## src/rtl/tart_sched_pkg.sv

```systemverilog
// Shared opcodes and state encodings for the correlator frame scheduler.
package tart_sched_pkg;

  localparam logic [7:0] CMD_START  = 8'h01;
  localparam logic [7:0] CMD_STOP   = 8'h02;
  localparam logic [7:0] CMD_CLEAR  = 8'h03;
  localparam logic [7:0] CMD_SETLEN = 8'h10;

  typedef enum logic [1:0] {
    StIdle,
    StArm,
    StAcq,
    StHold
  } sched_state_e;

  typedef enum logic [1:0] {
    PsCmd,
    PsLen2,
    PsLen1,
    PsLen0
  } parse_state_e;

endpackage

```

## src/rtl/sched_cmd_parser.sv

```systemverilog
// Byte-stream command decoder: emits start/stop/clear pulses and a 24-bit length update.
module sched_cmd_parser
  import tart_sched_pkg::*;
(
  input  logic        clock,
  input  logic        areset_n,
  input  logic        byte_valid_i,
  input  logic        byte_last_i,
  input  logic [7:0]  byte_data_i,
  output logic        start_o,
  output logic        stop_o,
  output logic        clear_o,
  output logic        len_valid_o,
  output logic [23:0] len_value_o
);

  parse_state_e state_q, state_d;
  logic [7:0]   len_hi_q, len_hi_d;
  logic [7:0]   len_mid_q, len_mid_d;

  always_ff @(posedge clock or negedge areset_n) begin
    if (!areset_n) begin
      state_q   <= PsCmd;
      len_hi_q  <= '0;
      len_mid_q <= '0;
    end else begin
      state_q   <= state_d;
      len_hi_q  <= len_hi_d;
      len_mid_q <= len_mid_d;
    end
  end

  assign len_value_o = {len_hi_q, len_mid_q, byte_data_i};

  // A tlast before the final length byte abandons the partial length.
  always_comb begin
    state_d     = state_q;
    len_hi_d    = len_hi_q;
    len_mid_d   = len_mid_q;
    start_o     = 1'b0;
    stop_o      = 1'b0;
    clear_o     = 1'b0;
    len_valid_o = 1'b0;
    if (byte_valid_i) begin
      unique case (state_q)
        PsCmd: begin
          case (byte_data_i)
            CMD_START:  start_o = 1'b1;
            CMD_STOP:   stop_o  = 1'b1;
            CMD_CLEAR:  clear_o = 1'b1;
            CMD_SETLEN: if (!byte_last_i) state_d = PsLen2;
            default:    ;
          endcase
        end
        PsLen2: begin
          len_hi_d = byte_data_i;
          state_d  = byte_last_i ? PsCmd : PsLen1;
        end
        PsLen1: begin
          len_mid_d = byte_data_i;
          state_d   = byte_last_i ? PsCmd : PsLen0;
        end
        PsLen0: begin
          len_valid_o = 1'b1;
          state_d     = PsCmd;
        end
      endcase
    end
  end

endmodule

```

## src/rtl/correlator_scheduler.sv

```systemverilog
// Frame scheduler for the capture/acquire/correlate datapath with bank-swap handshaking.
module correlator_scheduler
  import tart_sched_pkg::*;
#(
  parameter int unsigned              LEN_BITS     = 24,
  parameter logic [LEN_BITS-1:0]      LEN_DEFAULT  = LEN_BITS'(16368),
  parameter int unsigned              FCNT_BITS    = 16,
  parameter int unsigned              LOCK_TIMEOUT = 1023
) (
  input  logic                 clock,
  input  logic                 areset_n,
  input  logic                 s_tvalid,
  output logic                 s_tready,
  input  logic                 s_tlast,
  input  logic [7:0]           s_tdata,
  input  logic                 sig_locked_i,
  input  logic                 sig_strobe_i,
  input  logic                 visibility_i,
  output logic                 capture_en_o,
  output logic                 acquire_en_o,
  output logic                 correlator_o,
  output logic                 swap_o,
  output logic [FCNT_BITS-1:0] frame_count_o,
  output logic                 overflow_o,
  output logic                 busy_o
);

  localparam int unsigned TmoBits = $clog2(LOCK_TIMEOUT + 1);

  logic        cmd_start, cmd_stop, cmd_clear, len_valid;
  logic [23:0] len_value;

  sched_state_e         state_q, state_d;
  logic [LEN_BITS-1:0]  cnt_q, cnt_d;
  logic [LEN_BITS-1:0]  len_q, len_d;
  logic [LEN_BITS-1:0]  acc_len_q, acc_len_d;
  logic [FCNT_BITS-1:0] fcnt_q, fcnt_d;
  logic [TmoBits-1:0]   tmo_q, tmo_d;
  logic                 ovf_q, ovf_d;
  logic                 swap_q, swap_d;
  logic [LEN_BITS-1:0]  eff_len;
  logic                 frame_end;

  assign s_tready = 1'b1;

  sched_cmd_parser u_parser (
    .clock        (clock),
    .areset_n     (areset_n),
    .byte_valid_i (s_tvalid),
    .byte_last_i  (s_tlast),
    .byte_data_i  (s_tdata),
    .start_o      (cmd_start),
    .stop_o       (cmd_stop),
    .clear_o      (cmd_clear),
    .len_valid_o  (len_valid),
    .len_value_o  (len_value)
  );

  // A programmed length of zero behaves as one strobe per frame.
  assign eff_len   = (acc_len_q == '0) ? LEN_BITS'(1) : acc_len_q;
  assign frame_end = sig_strobe_i && (cnt_q == len_q - LEN_BITS'(1));

  always_ff @(posedge clock or negedge areset_n) begin
    if (!areset_n) begin
      state_q   <= StIdle;
      cnt_q     <= '0;
      len_q     <= LEN_DEFAULT;
      acc_len_q <= LEN_DEFAULT;
      fcnt_q    <= '0;
      tmo_q     <= '0;
      ovf_q     <= 1'b0;
      swap_q    <= 1'b0;
    end else begin
      state_q   <= state_d;
      cnt_q     <= cnt_d;
      len_q     <= len_d;
      acc_len_q <= acc_len_d;
      fcnt_q    <= fcnt_d;
      tmo_q     <= tmo_d;
      ovf_q     <= ovf_d;
      swap_q    <= swap_d;
    end
  end

  always_comb begin
    state_d   = state_q;
    cnt_d     = cnt_q;
    len_d     = len_q;
    acc_len_d = acc_len_q;
    fcnt_d    = fcnt_q;
    tmo_d     = tmo_q;
    ovf_d     = ovf_q;
    swap_d    = 1'b0;
    if (len_valid) acc_len_d = LEN_BITS'(len_value);

    unique case (state_q)
      StIdle: begin
        if (cmd_start) begin
          state_d = StArm;
          cnt_d   = '0;
          tmo_d   = '0;
          len_d   = eff_len;
          fcnt_d  = '0;
        end
      end
      StArm: begin
        if (cmd_stop) begin
          state_d = StIdle;
        end else if (sig_locked_i) begin
          state_d = StAcq;
          cnt_d   = '0;
          len_d   = eff_len;
        end else if (tmo_q == TmoBits'(LOCK_TIMEOUT)) begin
          state_d = StIdle;
        end else begin
          tmo_d = tmo_q + TmoBits'(1);
        end
      end
      StAcq: begin
        if (cmd_stop) begin
          state_d = StIdle;
          cnt_d   = '0;
        end else if (!sig_locked_i) begin
          state_d = StArm;
          cnt_d   = '0;
          tmo_d   = '0;
        end else if (frame_end) begin
          cnt_d = '0;
          if (visibility_i) begin
            swap_d = 1'b1;
            fcnt_d = fcnt_q + FCNT_BITS'(1);
            len_d  = eff_len;
          end else begin
            ovf_d   = 1'b1;
            state_d = StHold;
          end
        end else if (sig_strobe_i) begin
          cnt_d = cnt_q + LEN_BITS'(1);
        end
      end
      StHold: begin
        if (cmd_stop) begin
          state_d = StIdle;
        end else if (!sig_locked_i) begin
          state_d = StArm;
          tmo_d   = '0;
        end else if (visibility_i) begin
          state_d = StAcq;
          swap_d  = 1'b1;
          fcnt_d  = fcnt_q + FCNT_BITS'(1);
          cnt_d   = '0;
          len_d   = eff_len;
        end
      end
      default: state_d = StIdle;
    endcase

    // CLEAR takes precedence over a coincident frame completion.
    if (cmd_clear) begin
      ovf_d  = 1'b0;
      fcnt_d = '0;
    end
  end

  assign capture_en_o  = (state_q != StIdle);
  assign acquire_en_o  = (state_q == StAcq);
  assign correlator_o  = (state_q == StAcq);
  assign busy_o        = (state_q != StIdle);
  assign swap_o        = swap_q;
  assign frame_count_o = fcnt_q;
  assign overflow_o    = ovf_q;

endmodule
```

## config.mk

```make
export PLATFORM = sky130hd
export DESIGN_NAME = correlator_scheduler
export DESIGN_NICKNAME = d
export VERILOG_FILES = /design/src/rtl/tart_sched_pkg.sv /design/src/rtl/sched_cmd_parser.sv /design/src/rtl/correlator_scheduler.sv
export SDC_FILE = /design/constraint.sdc
export NUM_CORES = 1
export LEC_CHECK = 0
export CORE_MARGIN = 2
export CORE_UTILIZATION = 42
export CTS_CLUSTER_DIAMETER = 200
export DETAILED_ROUTE_END_ITERATION = 16
export PLACE_DENSITY = 0.66
export SLEW_MARGIN = 0
export SYNTH_ARGS = -nofsm -noshare
export SYNTH_HDL_FRONTEND = slang
export SYNTH_SLANG_ARGS = --single-unit
```

## constraint.sdc

```tcl
create_clock -name clock -period 4.2 [get_ports clock]
set_input_delay 0.84 -clock clock [delete_from_list [all_inputs] [get_ports clock]]
set_output_delay 0.84 -clock clock [all_outputs]
set_load 0.1 [all_outputs]
```

==> flow_summary.ini <==
[layout]
area_growth_pct = 19.2
final_util = 0.509
final_nets = 751
n_antenna_cell = 0
final_area_mm2 = 0.00806
drive_gt1_frac = 0.198

[synthesis]
ys_async_sr_fraction = 1.00
ys_types = 66
postSynthAreaPerCell_um2 = 9.95
synthCells = 679
synth_edf_count = 0
postSynth.topFlopCell = dfrtp_1
synth-seq-cells = 120
yosysWarnings = 0
syn_nets = 702
seq_area_frac_synth = 0.448
syn_area_mm2 = 0.00676

[routing]
drt-vias-per-instance = 5.58
drt-total-wl_um = 15900
drc = 0
vias = 5342
dr.pass1.iters = 5
drt-initial-drc-count = 292
routedWlPerCell_um = 16.6
ant_nets = 0

[floorplanning]
num_rows = 46
ios = 38
start_util = 0.427
die_area_mm2 = 0.0171
chipHeight_um = 131
core_mm2 = 0.0158
chipWidth_um = 131

[place]
post_dp_cell_area_mm2 = 0.00742
dpl.hpwl_um = 11900
io_buffers = 36
gp_congestion = 0.900

[power_and_ir_drop]
ir_drop_mv = 0.267
p_leak_nw = 3.57
p_per_area_mw_per_mm2 = 575

[worst_setup_path]
critPathLaunchType = input pin
critPathSlowestCell = or4_1
cpPeakStageDelay_ns = 0.64
crit_chain = clkdlybuf4s50_1, or4_1, or4b_1, o21ai_1, o221ai_1, buf_4, nor4_1, nand3_1, xor2_1, nor2_1
crit_fanout = 15
rr_worst_depth = 10
crit_type = input pin to flop
arrival_ns = 3.98
end_kind = flop
cp.required_ns = 4.50

[flow_run]
max_cap_violations = 0

[clock_tree]
cts_inserted_buffers = 17
cts_htree_levels = 4
postCtsSetupBuffers = 0
holdBufCountCts = 0
post_cts_resize_count = 0
root_buffer = clkbuf_16
cts_buffer_depth = 2
cts_tree = yes
clk_latency_ns = 0.42
cts.sinks = 120
path_clk_slew_ns = 0.06

[timing]
worst_pin_slew_ns = 0.985
fin_tns_setup_ns = 0
clock_skew_ns = 0.00881
drv_slew = 0
hold_viol_final = 0
setup_viol = 0
fin_crit_sh = 0.875
relSlewSlack = 0.341
max_freq_mhz = 272
whs_ns = 0.447
final.min_clock_period_ns = 3.67
rsz0062_at_grt = false

[min_path]
hold_path_class = input pin to asynchronous set/reset pin

[status]
outcome = completed

[global_route]
grt-ovfl-total = 0
grt_pass1_vias = 5192
grt_pass1_wl_um = 26200
grt_util_all_layers = 0.199
grt_max_degree = 52
antenna_found_initial = 0
[cells by family (layout without fill, tap and decap cells)]
family,Yosys count,after routing,synth area share
multiplexers,64,64,0.116
AND/OR/NAND/NOR,272,272,0.210
other,1,1,0.000555
adder cells (fa/ha/maj),8,8,0.0148
buffers and inverters,49,111,0.0324
AO/OA/AOI/OAI,117,117,0.115
XOR/XNOR,48,48,0.0622
flip-flops,120,120,0.448
[report_power, final]
part	switching, mW	leakage, nW	internal (mW)
registers	0.103	1.58	1.27
clock network	0.522	0.293	1.03
logic	1.08	1.70	0.636
[routing by layer]
layer / wire (um) / up-vias / part of all wire / GRT usage
li1: - / 2566 / - / -
met3: 588 / 30 / 0.037 / 0.0362
met4: 369 / 0 / 0.023 / 0.0839
met2: 7660 / 117 / 0.48 / 0.323
met5: 0 / - / 0 / 0
met1: 7260 / 2629 / 0.46 / 0.262
[cells in the final DEF (no fill, tap or decap), types with 5 or more instances in the layout]
master	synthesis	layout
a21oi_1	25	25
and3_1	12	12
a31oi_1	14	14
buf_4	3	19
nor4_1	19	19
nor2b_1	8	8
o21a_1	5	5
nand3_1	39	39
a21o_1	7	7
xor2_1	14	14
nor2_1	64	64
or3_1	6	6
clkbuf_16	0	17
dfrtp_1	100	100
ha_1	8	8
nand2b_1	7	7
o21ai_0	27	27
mux2_2	41	41
clkdlybuf4s50_1	0	35
dfstp_2	20	20
nand4_1	6	6
xnor2_1	34	34
inv_1	24	24
mux2_4	19	19
nand2_1	46	46
nor3_1	34	33
or2_2	8	8
[stage by stage]
stage	power, mW	std cells	worst slack [ns]
after CTS	4.66	957	0.305
after global routing	4.86	957	0.241
after detailed placement	3.09	925	0.0941
after floorplan	2.63	679	0.727
final	4.63	957	0.526
after global placement	3.05	925	0.167
[cell type report]
cell class / count / area [um2]
Fill cell: 1405 / 7770
Clock buffer: 22 / 464
Tap cell: 216 / 270
Inverter: 24 / 90.1
Sequential cell: 120 / 3030
Multi-Input combinational cell: 510 / 3520
Timing Repair Buffer: 55 / 513
Clock inverter: 10 / 168
[synth_stat cells, types with 6 or more instances]
master | count | share of area
nand2_1 | 46 | 0.026
ha_1 | 8 | 0.015
nor2_1 | 64 | 0.036
a31oi_1 | 14 | 0.013
xor2_1 | 14 | 0.018
o21ai_0 | 27 | 0.020
or2_2 | 8 | 0.0074
a21o_1 | 7 | 0.0078
nor3_1 | 34 | 0.025
mux2_2 | 41 | 0.068
nand3_1 | 39 | 0.029
dfstp_2 | 20 | 0.078
nor4_1 | 19 | 0.018
inv_1 | 24 | 0.013
nand4_1 | 6 | 0.0056
mux2_4 | 19 | 0.042
and3_1 | 12 | 0.011
nor2b_1 | 8 | 0.0074
a21oi_1 | 25 | 0.019
dfrtp_1 | 100 | 0.37
nand2b_1 | 7 | 0.0065
or3_1 | 6 | 0.0056
xnor2_1 | 34 | 0.044
clkbuf_1 | 16 | 0.0089
[worst max-delay path: cells and delay by family]
kind / cells / cell delay, ns
and+or+nand+nor: 5 / 1.84
buffers and inverters: 2 / 0.73
AOI/OAI and AO/OA: 2 / 0.42
xor gates and xnor gates: 1 / 0.15
[state kept, by name, indices dropped and copies added, names as in the netlist]
| signal | flops |
|---|---|
| overflow_o | 1 |
| tmo_q | 10 |
| u_parser.state_q | 2 |
| frame_count_o | 16 |
| u_parser.len_hi_q | 8 |
| swap_o | 1 |
| len_q | 24 |
| cnt_q | 24 |
| acc_len_q | 24 |
| state_q | 2 |
| u_parser.len_mid_q | 8 |
[worst paths after layout]
| kind | from | endpoint | slack (ns) |
|---|---|---|---|
| worst max-delay path | s_tdata[2] | cnt_q[23] | 0.53 |
| worst min-delay path | areset_n | u_parser.len_mid_q[5] | 0.45 |
| worst max register to register | len_q[0] | frame_count_o[0] | 0.59 |
| worst min register to register | overflow_o | overflow_o | 0.49 |
| max in group asynchronous | areset_n | acc_len_q[12] | 2.82 |
| min in group clock | overflow_o | overflow_o | 0.49 |
Note: power is estimated with default switching activity, not from simulation.
